## src/rtl/spi_pkg.sv

```systemverilog
// Shared SPI frame definitions: command encodings, controller states and
// a small helper used to size counters from the timing parameters.
package spi_pkg;

   localparam logic [1:0] CMD_WR_ADDR = 2'b00;
   localparam logic [1:0] CMD_WR_DATA = 2'b01;
   localparam logic [1:0] CMD_RD_ADDR = 2'b10;
   localparam logic [1:0] CMD_RD_DATA = 2'b11;

   typedef enum logic [2:0] {
      ST_IDLE,
      ST_SEL,
      ST_CMD,
      ST_SHIFT,
      ST_WAIT,
      ST_CAPT,
      ST_GAP
   } spiState_t;

   function automatic int maxOf(input int a, input int b);
      return (a > b) ? a : b;
   endfunction

endpackage

```

## src/rtl/spi_master_shifter.sv

```systemverilog
// Datapath of the SPI initiator: parallel-load TX shift register, RX shift
// register and a reloadable down-counter that times every frame phase.
module spi_master_shifter
   import spi_pkg::*;
#(
   parameter int FRAME_W = 10,
   parameter int RX_W    = 8,
   parameter int CNT_W   = 4
)(
   input  logic               clk,
   input  logic               rst,
   input  logic               i_load,
   input  logic [FRAME_W-1:0] i_loadWord,
   input  logic               i_shiftTx,
   input  logic               i_shiftRx,
   input  logic               i_miso,
   input  logic               i_cntLoad,
   input  logic [CNT_W-1:0]   i_cntValue,
   input  logic               i_cntDec,
   output logic               o_txMsb,
   output logic [RX_W-1:0]    o_rxNext,
   output logic [CNT_W-1:0]   o_cnt
);

   logic [FRAME_W-1:0] r_tx;
   logic [RX_W-1:0]    r_rx;
   logic [CNT_W-1:0]   r_cnt;

   // TX word is captured whole on request acceptance, then walked out MSB first
   always_ff @(posedge clk) begin
      if (rst) begin
         r_tx <= '0;
      end else if (i_load) begin
         r_tx <= i_loadWord;
      end else if (i_shiftTx) begin
         r_tx <= {r_tx[FRAME_W-2:0], 1'b0};
      end
   end

   // RX byte assembles MSB first from MISO while the controller is capturing
   always_ff @(posedge clk) begin
      if (rst) begin
         r_rx <= '0;
      end else if (i_shiftRx) begin
         r_rx <= o_rxNext;
      end
   end

   // Phase counter: reloaded at each phase entry, counts down to zero
   always_ff @(posedge clk) begin
      if (rst) begin
         r_cnt <= '0;
      end else if (i_cntLoad) begin
         r_cnt <= i_cntValue;
      end else if (i_cntDec) begin
         r_cnt <= r_cnt - 1'b1;
      end
   end

   assign o_txMsb  = r_tx[FRAME_W-1];
   assign o_rxNext = {r_rx[RX_W-2:0], i_miso};
   assign o_cnt    = r_cnt;

endmodule

```

## src/rtl/spi_master_ctrl.sv

```systemverilog
// SPI initiator for the 10-bit command/address/data slave frame. Serialises
// one {cmd,din} word under SS_n and, for rd-data frames, captures the byte
// the slave returns on MISO. Every output is registered from the next state.
module spi_master_ctrl
   import spi_pkg::*;
#(
   parameter int ADDR_SIZE = 8,
   parameter int RD_LAT    = 2,
   parameter int GAP_CYC   = 2
)(
   input  logic                 clk,
   input  logic                 rst,
   input  logic                 start,
   input  logic [1:0]           cmd,
   input  logic [ADDR_SIZE-1:0] din,
   output logic                 ready,
   output logic                 done,
   output logic [ADDR_SIZE-1:0] rd_data,
   output logic                 rd_valid,
   output logic                 SS_n,
   output logic                 MOSI,
   input  logic                 MISO
);

   localparam int FRAME_W = ADDR_SIZE + 2;
   localparam int CNT_MAX = maxOf(maxOf(FRAME_W - 1, RD_LAT - 1), GAP_CYC - 1);
   localparam int CNT_W   = $clog2(CNT_MAX + 1);

   spiState_t r_state;
   spiState_t w_nextState;

   logic                 r_isRead;
   logic                 r_ssN;
   logic                 r_mosi;
   logic                 r_ready;
   logic                 r_done;
   logic                 r_rdValid;
   logic [ADDR_SIZE-1:0] r_rdData;

   logic                 w_load;
   logic                 w_shiftTx;
   logic                 w_shiftRx;
   logic                 w_cntLoad;
   logic [CNT_W-1:0]     w_cntValue;
   logic                 w_cntDec;
   logic                 w_captLast;
   logic                 w_doneNext;
   logic                 w_ssNNext;
   logic                 w_mosiNext;
   logic                 w_txMsb;
   logic [ADDR_SIZE-1:0] w_rxNext;
   logic [CNT_W-1:0]     w_cnt;
   logic                 w_cntZero;

   assign w_cntZero = (w_cnt == '0);

   spi_master_shifter #(
      .FRAME_W (FRAME_W),
      .RX_W    (ADDR_SIZE),
      .CNT_W   (CNT_W)
   ) u_shifter (
      .clk        (clk),
      .rst        (rst),
      .i_load     (w_load),
      .i_loadWord ({cmd, din}),
      .i_shiftTx  (w_shiftTx),
      .i_shiftRx  (w_shiftRx),
      .i_miso     (MISO),
      .i_cntLoad  (w_cntLoad),
      .i_cntValue (w_cntValue),
      .i_cntDec   (w_cntDec),
      .o_txMsb    (w_txMsb),
      .o_rxNext   (w_rxNext),
      .o_cnt      (w_cnt)
   );

   // Next-state decode plus the pin values the next state will present
   always_comb begin
      w_nextState = r_state;
      w_load      = 1'b0;
      w_shiftRx   = 1'b0;
      w_cntLoad   = 1'b0;
      w_cntValue  = '0;
      w_cntDec    = 1'b0;
      w_captLast  = 1'b0;
      w_doneNext  = 1'b0;
      case (r_state)
         ST_IDLE: begin
            if (start) begin
               w_load      = 1'b1;
               w_nextState = ST_SEL;
            end
         end
         ST_SEL: begin
            w_nextState = ST_CMD;
         end
         ST_CMD: begin
            w_cntLoad   = 1'b1;
            w_cntValue  = CNT_W'(FRAME_W - 1);
            w_nextState = ST_SHIFT;
         end
         ST_SHIFT: begin
            if (w_cntZero) begin
               w_cntLoad = 1'b1;
               if (r_isRead) begin
                  w_cntValue  = CNT_W'(RD_LAT - 1);
                  w_nextState = ST_WAIT;
               end else begin
                  w_cntValue  = CNT_W'(GAP_CYC - 1);
                  w_doneNext  = 1'b1;
                  w_nextState = ST_GAP;
               end
            end else begin
               w_cntDec = 1'b1;
            end
         end
         ST_WAIT: begin
            if (w_cntZero) begin
               w_cntLoad   = 1'b1;
               w_cntValue  = CNT_W'(ADDR_SIZE - 1);
               w_nextState = ST_CAPT;
            end else begin
               w_cntDec = 1'b1;
            end
         end
         ST_CAPT: begin
            w_shiftRx = 1'b1;
            if (w_cntZero) begin
               w_captLast  = 1'b1;
               w_doneNext  = 1'b1;
               w_cntLoad   = 1'b1;
               w_cntValue  = CNT_W'(GAP_CYC - 1);
               w_nextState = ST_GAP;
            end else begin
               w_cntDec = 1'b1;
            end
         end
         ST_GAP: begin
            if (w_cntZero) begin
               w_nextState = ST_IDLE;
            end else begin
               w_cntDec = 1'b1;
            end
         end
         default: begin
            w_nextState = ST_IDLE;
         end
      endcase
      w_shiftTx  = (w_nextState == ST_SHIFT);
      w_ssNNext  = !(w_nextState inside {ST_SEL, ST_CMD, ST_SHIFT, ST_WAIT, ST_CAPT});
      w_mosiNext = (w_nextState == ST_CMD || w_nextState == ST_SHIFT) ? w_txMsb : 1'b0;
   end

   // State and registered pins; reset aborts any frame and clears the read byte
   always_ff @(posedge clk) begin
      if (rst) begin
         r_state   <= ST_IDLE;
         r_isRead  <= 1'b0;
         r_ssN     <= 1'b1;
         r_mosi    <= 1'b0;
         r_ready   <= 1'b1;
         r_done    <= 1'b0;
         r_rdValid <= 1'b0;
         r_rdData  <= '0;
      end else begin
         r_state   <= w_nextState;
         r_ssN     <= w_ssNNext;
         r_mosi    <= w_mosiNext;
         r_ready   <= (w_nextState == ST_IDLE);
         r_done    <= w_doneNext;
         r_rdValid <= w_captLast;
         if (w_load) begin
            r_isRead <= (cmd == CMD_RD_DATA);
         end
         if (w_captLast) begin
            r_rdData <= w_rxNext;
         end
      end
   end

   assign ready    = r_ready;
   assign done     = r_done;
   assign rd_data  = r_rdData;
   assign rd_valid = r_rdValid;
   assign SS_n     = r_ssN;
   assign MOSI     = r_mosi;

endmodule

```

## config.mk

```make
export PLATFORM = sky130hd
export DESIGN_NAME = spi_master_ctrl
export DESIGN_NICKNAME = d
export VERILOG_FILES = /design/src/rtl/spi_pkg.sv /design/src/rtl/spi_master_shifter.sv /design/src/rtl/spi_master_ctrl.sv
export SDC_FILE = /design/constraint.sdc
export NUM_CORES = 1
export LEC_CHECK = 0
export ABC_AREA = 1
export BUFFER_PORTS_ARGS = -buffer_cell sky130_fd_sc_hd__buf_2
export CORE_UTILIZATION = 31
export DETAILED_ROUTE_END_ITERATION = 7
export PLACE_DENSITY = 0.49
export SYNTH_ARGS = -nofsm -noshare
export SYNTH_HDL_FRONTEND = slang
export SYNTH_HIERARCHICAL = 1
export SYNTH_SLANG_ARGS = --single-unit
```

## constraint.sdc

```tcl
create_clock -name clk -period 3.4 [get_ports clk]
set_input_delay 0.68 -clock clk [delete_from_list [all_inputs] [get_ports clk]]
set_output_delay 0.68 -clock clk [all_outputs]
set_load 0.1 [all_outputs]
```

==> reports/metrics.csv <==
stage;metric;value;unit
run_status;status;finished clean;
sta;count of final setup violators;0;
detailed_routing;1st-pass router iterations;4;
min_path;min-delay src;u_shifter/r_tx[9];
cts;Clock Latency Late Sink;0.29;ns
layout;final net count;287;
synthesis;syn avg cell area;6.94;um^2
sta;Fin Hold WS;0.456;ns
sta;worst slew pin tran;0.549;ns
global_route;grt total ovfl;0;
detailed_routing;vias post-DR;1517;
synthesis;share of the synthesized area in the top cell type;44.9;%
global_route;GR Util All Layers;14.1;%
cts;Post-CTS Setup Bufs;0;
critical_path;Data arrival, critical path;2.06;ns
floorplan;die height;75.9;um
cts;CTS resizes;0;
sta;Hold Vio Cnt, Final;0;
synthesis;Syn Inst Count;244;
placement;IO buf count;26;
power;PD cells;636;nW/um^2
critical_path;crit start category;flip-flop;
critical_path;Critical Setup Path Class;flip-flop to flip-flop;
power;Leak Pwr;1.04;nW
floorplan;Die Span X;75.9;um
cts;CTS Root Cell;clkbuf_8;
layout;synthesis-to-layout area growth;17.2;%
detailed_routing;vias per cell;4.44;
critical_path;reg2reg end;u_shifter/r_tx[9];
cts;cts hold-fix bufs;0;
sta;RSZ-0062 raised after global routing;false;
sta;Clock Skew;0.00423;ns
cts;Max Buffers Root-to-Sink;2;
critical_path;Critical R2R Launch;r_state[2];
min_path;worst hold stages;2;
critical_path;CP Capture Type;flip-flop;
critical_path;CP max FO;11;
floorplan;num ports;27;
detailed_routing;Avg WL per Cell;10.3;um
sta;setup TNS;0;ns
sta;Tmin final;1.82;ns
placement;GP Congestion;0.742;
detailed_routing;final WL;3.52;mm
power;Power Total;1.26;mW
detailed_routing;DRC viols;0;
cts;CTS clk-pin slew, worst paths;0.07;ns
synthesis;area leader, netlist;dfxtp_1;
floorplan;Initial Util;32.7;%
sta;fin crit share;53.6;%
min_path;WHS Endpoint;MOSI;
cts;TritonCTS Buffers;5;
sta;Slew headroom;63.4;%
critical_path;reg2reg path depth;12;
power;VDD IR max;211;uV
cts;CTS tree;yes;
detailed_routing;1st-iter DRT viols;96;
floorplan;Core Region;5170;um^2
synthesis;Post-Syn Area;1690;um^2
global_route;first-pass GRT wire length;5.95;mm
cts;H-tree lvl count;2;
synthesis;#FFs+latches synth;38;
critical_path;R2R setup slack;1.58;ns
synthesis;Seq/Total Area, Yosys;44.9;%
global_route;vias in the first global route;1335;
sta;Max Slew Vio Count;0;
critical_path;Worst EP required;3.63;ns
cts;clk sinks;38;
min_path;Min-Delay Path Class;flip-flop to flip-flop;
layout;commonest non-fill, non-tap cells in the layout;nand2_1, nor2_1, dfxtp_1;
layout;ant diodes;0;
job;max capacitance violation total;0;
synthesis;Synth area leaders;dfxtp_1, nand2_1, nor2_1, inv_1, o21ai_0;
detailed_routing;remaining antenna violation count;0;
global_route;largest net degree at the start of global routing;19;
layout;share of layout cells above drive strength 1;17.6;%
floorplan;Die Area;5760;um^2
placement;HPWL Detailed;2.48;mm
sta;Fmax;0.549;GHz
synthesis;Yosys cell types;25;
synthesis;post-synthesis net count;259;
layout;leading cell type in the layout, fill and taps excluded;nand2_1;
global_route;initial antenna violation count;0;
synthesis;Warnings, synthesis;6;
floorplan;row count;26;
==> kinds of logic after synthesis <==
| family | count (synthesis) | synth area share [%] |
|---|---|---|
| AO/OA/AOI/OAI | 34 | 10.9 |
| XOR/XNOR | 1 | 0.517 |
| adder cells (fa/ha/maj) | 1 | 0.739 |
| buffers and inverters | 38 | 9.68 |
| flip-flops | 38 | 44.9 |
| AND/OR/NAND/NOR | 132 | 33.3 |
==> cell usage after synthesis <==
cell type and number:
nand3_2 1, a21oi_1 7, nor2_4 3, buf_6 2, nor3_1 1, clkinv_2 1
nor2_1 44, xor2_1 1, buf_4 1, inv_1 30, dfxtp_1 38, a31oi_1 1
o22ai_1 2, o21ai_0 20, inv_2 2, nand2_1 61, nand2_2 5, buf_1 1
nor2_2 3, buf_2 1, ha_1 1, nand3_1 14, a22oi_1 1, a211oi_1 1
o211ai_1 2
==> critical path: stages (launching register included) <==
cell and delay, ns:
dfxtp_1 0.52, inv_1 0.15, nor2_1 0.12, nand2_1 0.07, nand2_1 0.09, nor2_2 0.05
nor2_1 0.20, inv_1 0.11, nor2_4 0.19, nand2_1 0.08, nand3_1 0.07, nand2_1 0.05
inv_1 0.06
==> area by class of cell <==
type | instances | area, um^2
Clock buffer | 6 | 82.6
Clock inverter | 1 | 30.0
Fill cell | 576 | 3190
Inverter | 33 | 125
Multi-Input combinational cell | 168 | 768
Sequential cell | 38 | 761
Tap cell | 70 | 87.6
Timing Repair Buffer | 26 | 130
==> where the power goes <==
group	internal (mW)	leakage [nW]	total, mW	switching (mW)
Clock	0.235	0.0573	0.392	0.157
Combinational	0.0925	0.670	0.352	0.260
Sequential	0.490	0.309	0.518	0.0281
Total	0.817	1.04	1.26	0.445
==> registers in the layout, summed over array words and instances (netlist names), 3 cells and up <==
register,flops
r_state,3
rd_data,8
u_shifter/o_cnt,4
u_shifter/r_rx,7
u_shifter/r_tx,10
==> worst max path at each step <==
stage | start | endpoint | depth (start not counted)
final | r_state[2] | u_shifter/r_tx[9] | 12
after global routing | r_state[1] | u_shifter/o_cnt[1] | 9
after CTS | r_state[1] | u_shifter/o_cnt[1] | 9
after detailed placement | start | u_shifter/r_tx[9] | 11
after global placement | r_state[1] | u_shifter/o_cnt[1] | 9
after floorplan | rd_data[0] | rd_data[0] | 0
==> metal layers <==
metal / GRT usage, % / vias to the layer above / part of all wire (%)
li1: - / 813 / -
met1: 18.5 / 669 / 50
met2: 20.9 / 31 / 44
met3: 6.22 / 4 / 4.7
met4: 4.32 / 0 / 1.1
met5: 0 / - / 0
==> metrics by stage <==
stage	area, um^2	utilization [%]	instances	setup slack [ns]
5_1_grt	1980	38.4	342	1.21
4_1_cts	1980	38.4	342	1.58
2_1_floorplan	1690	-	244	1.80
3_3_place_gp	1870	36.2	335	1.57
6_report	1980	38.4	342	1.58
3_5_place_dp	1870	36.2	335	1.57
No activity file was read; power rests on OpenSTA's default activity.
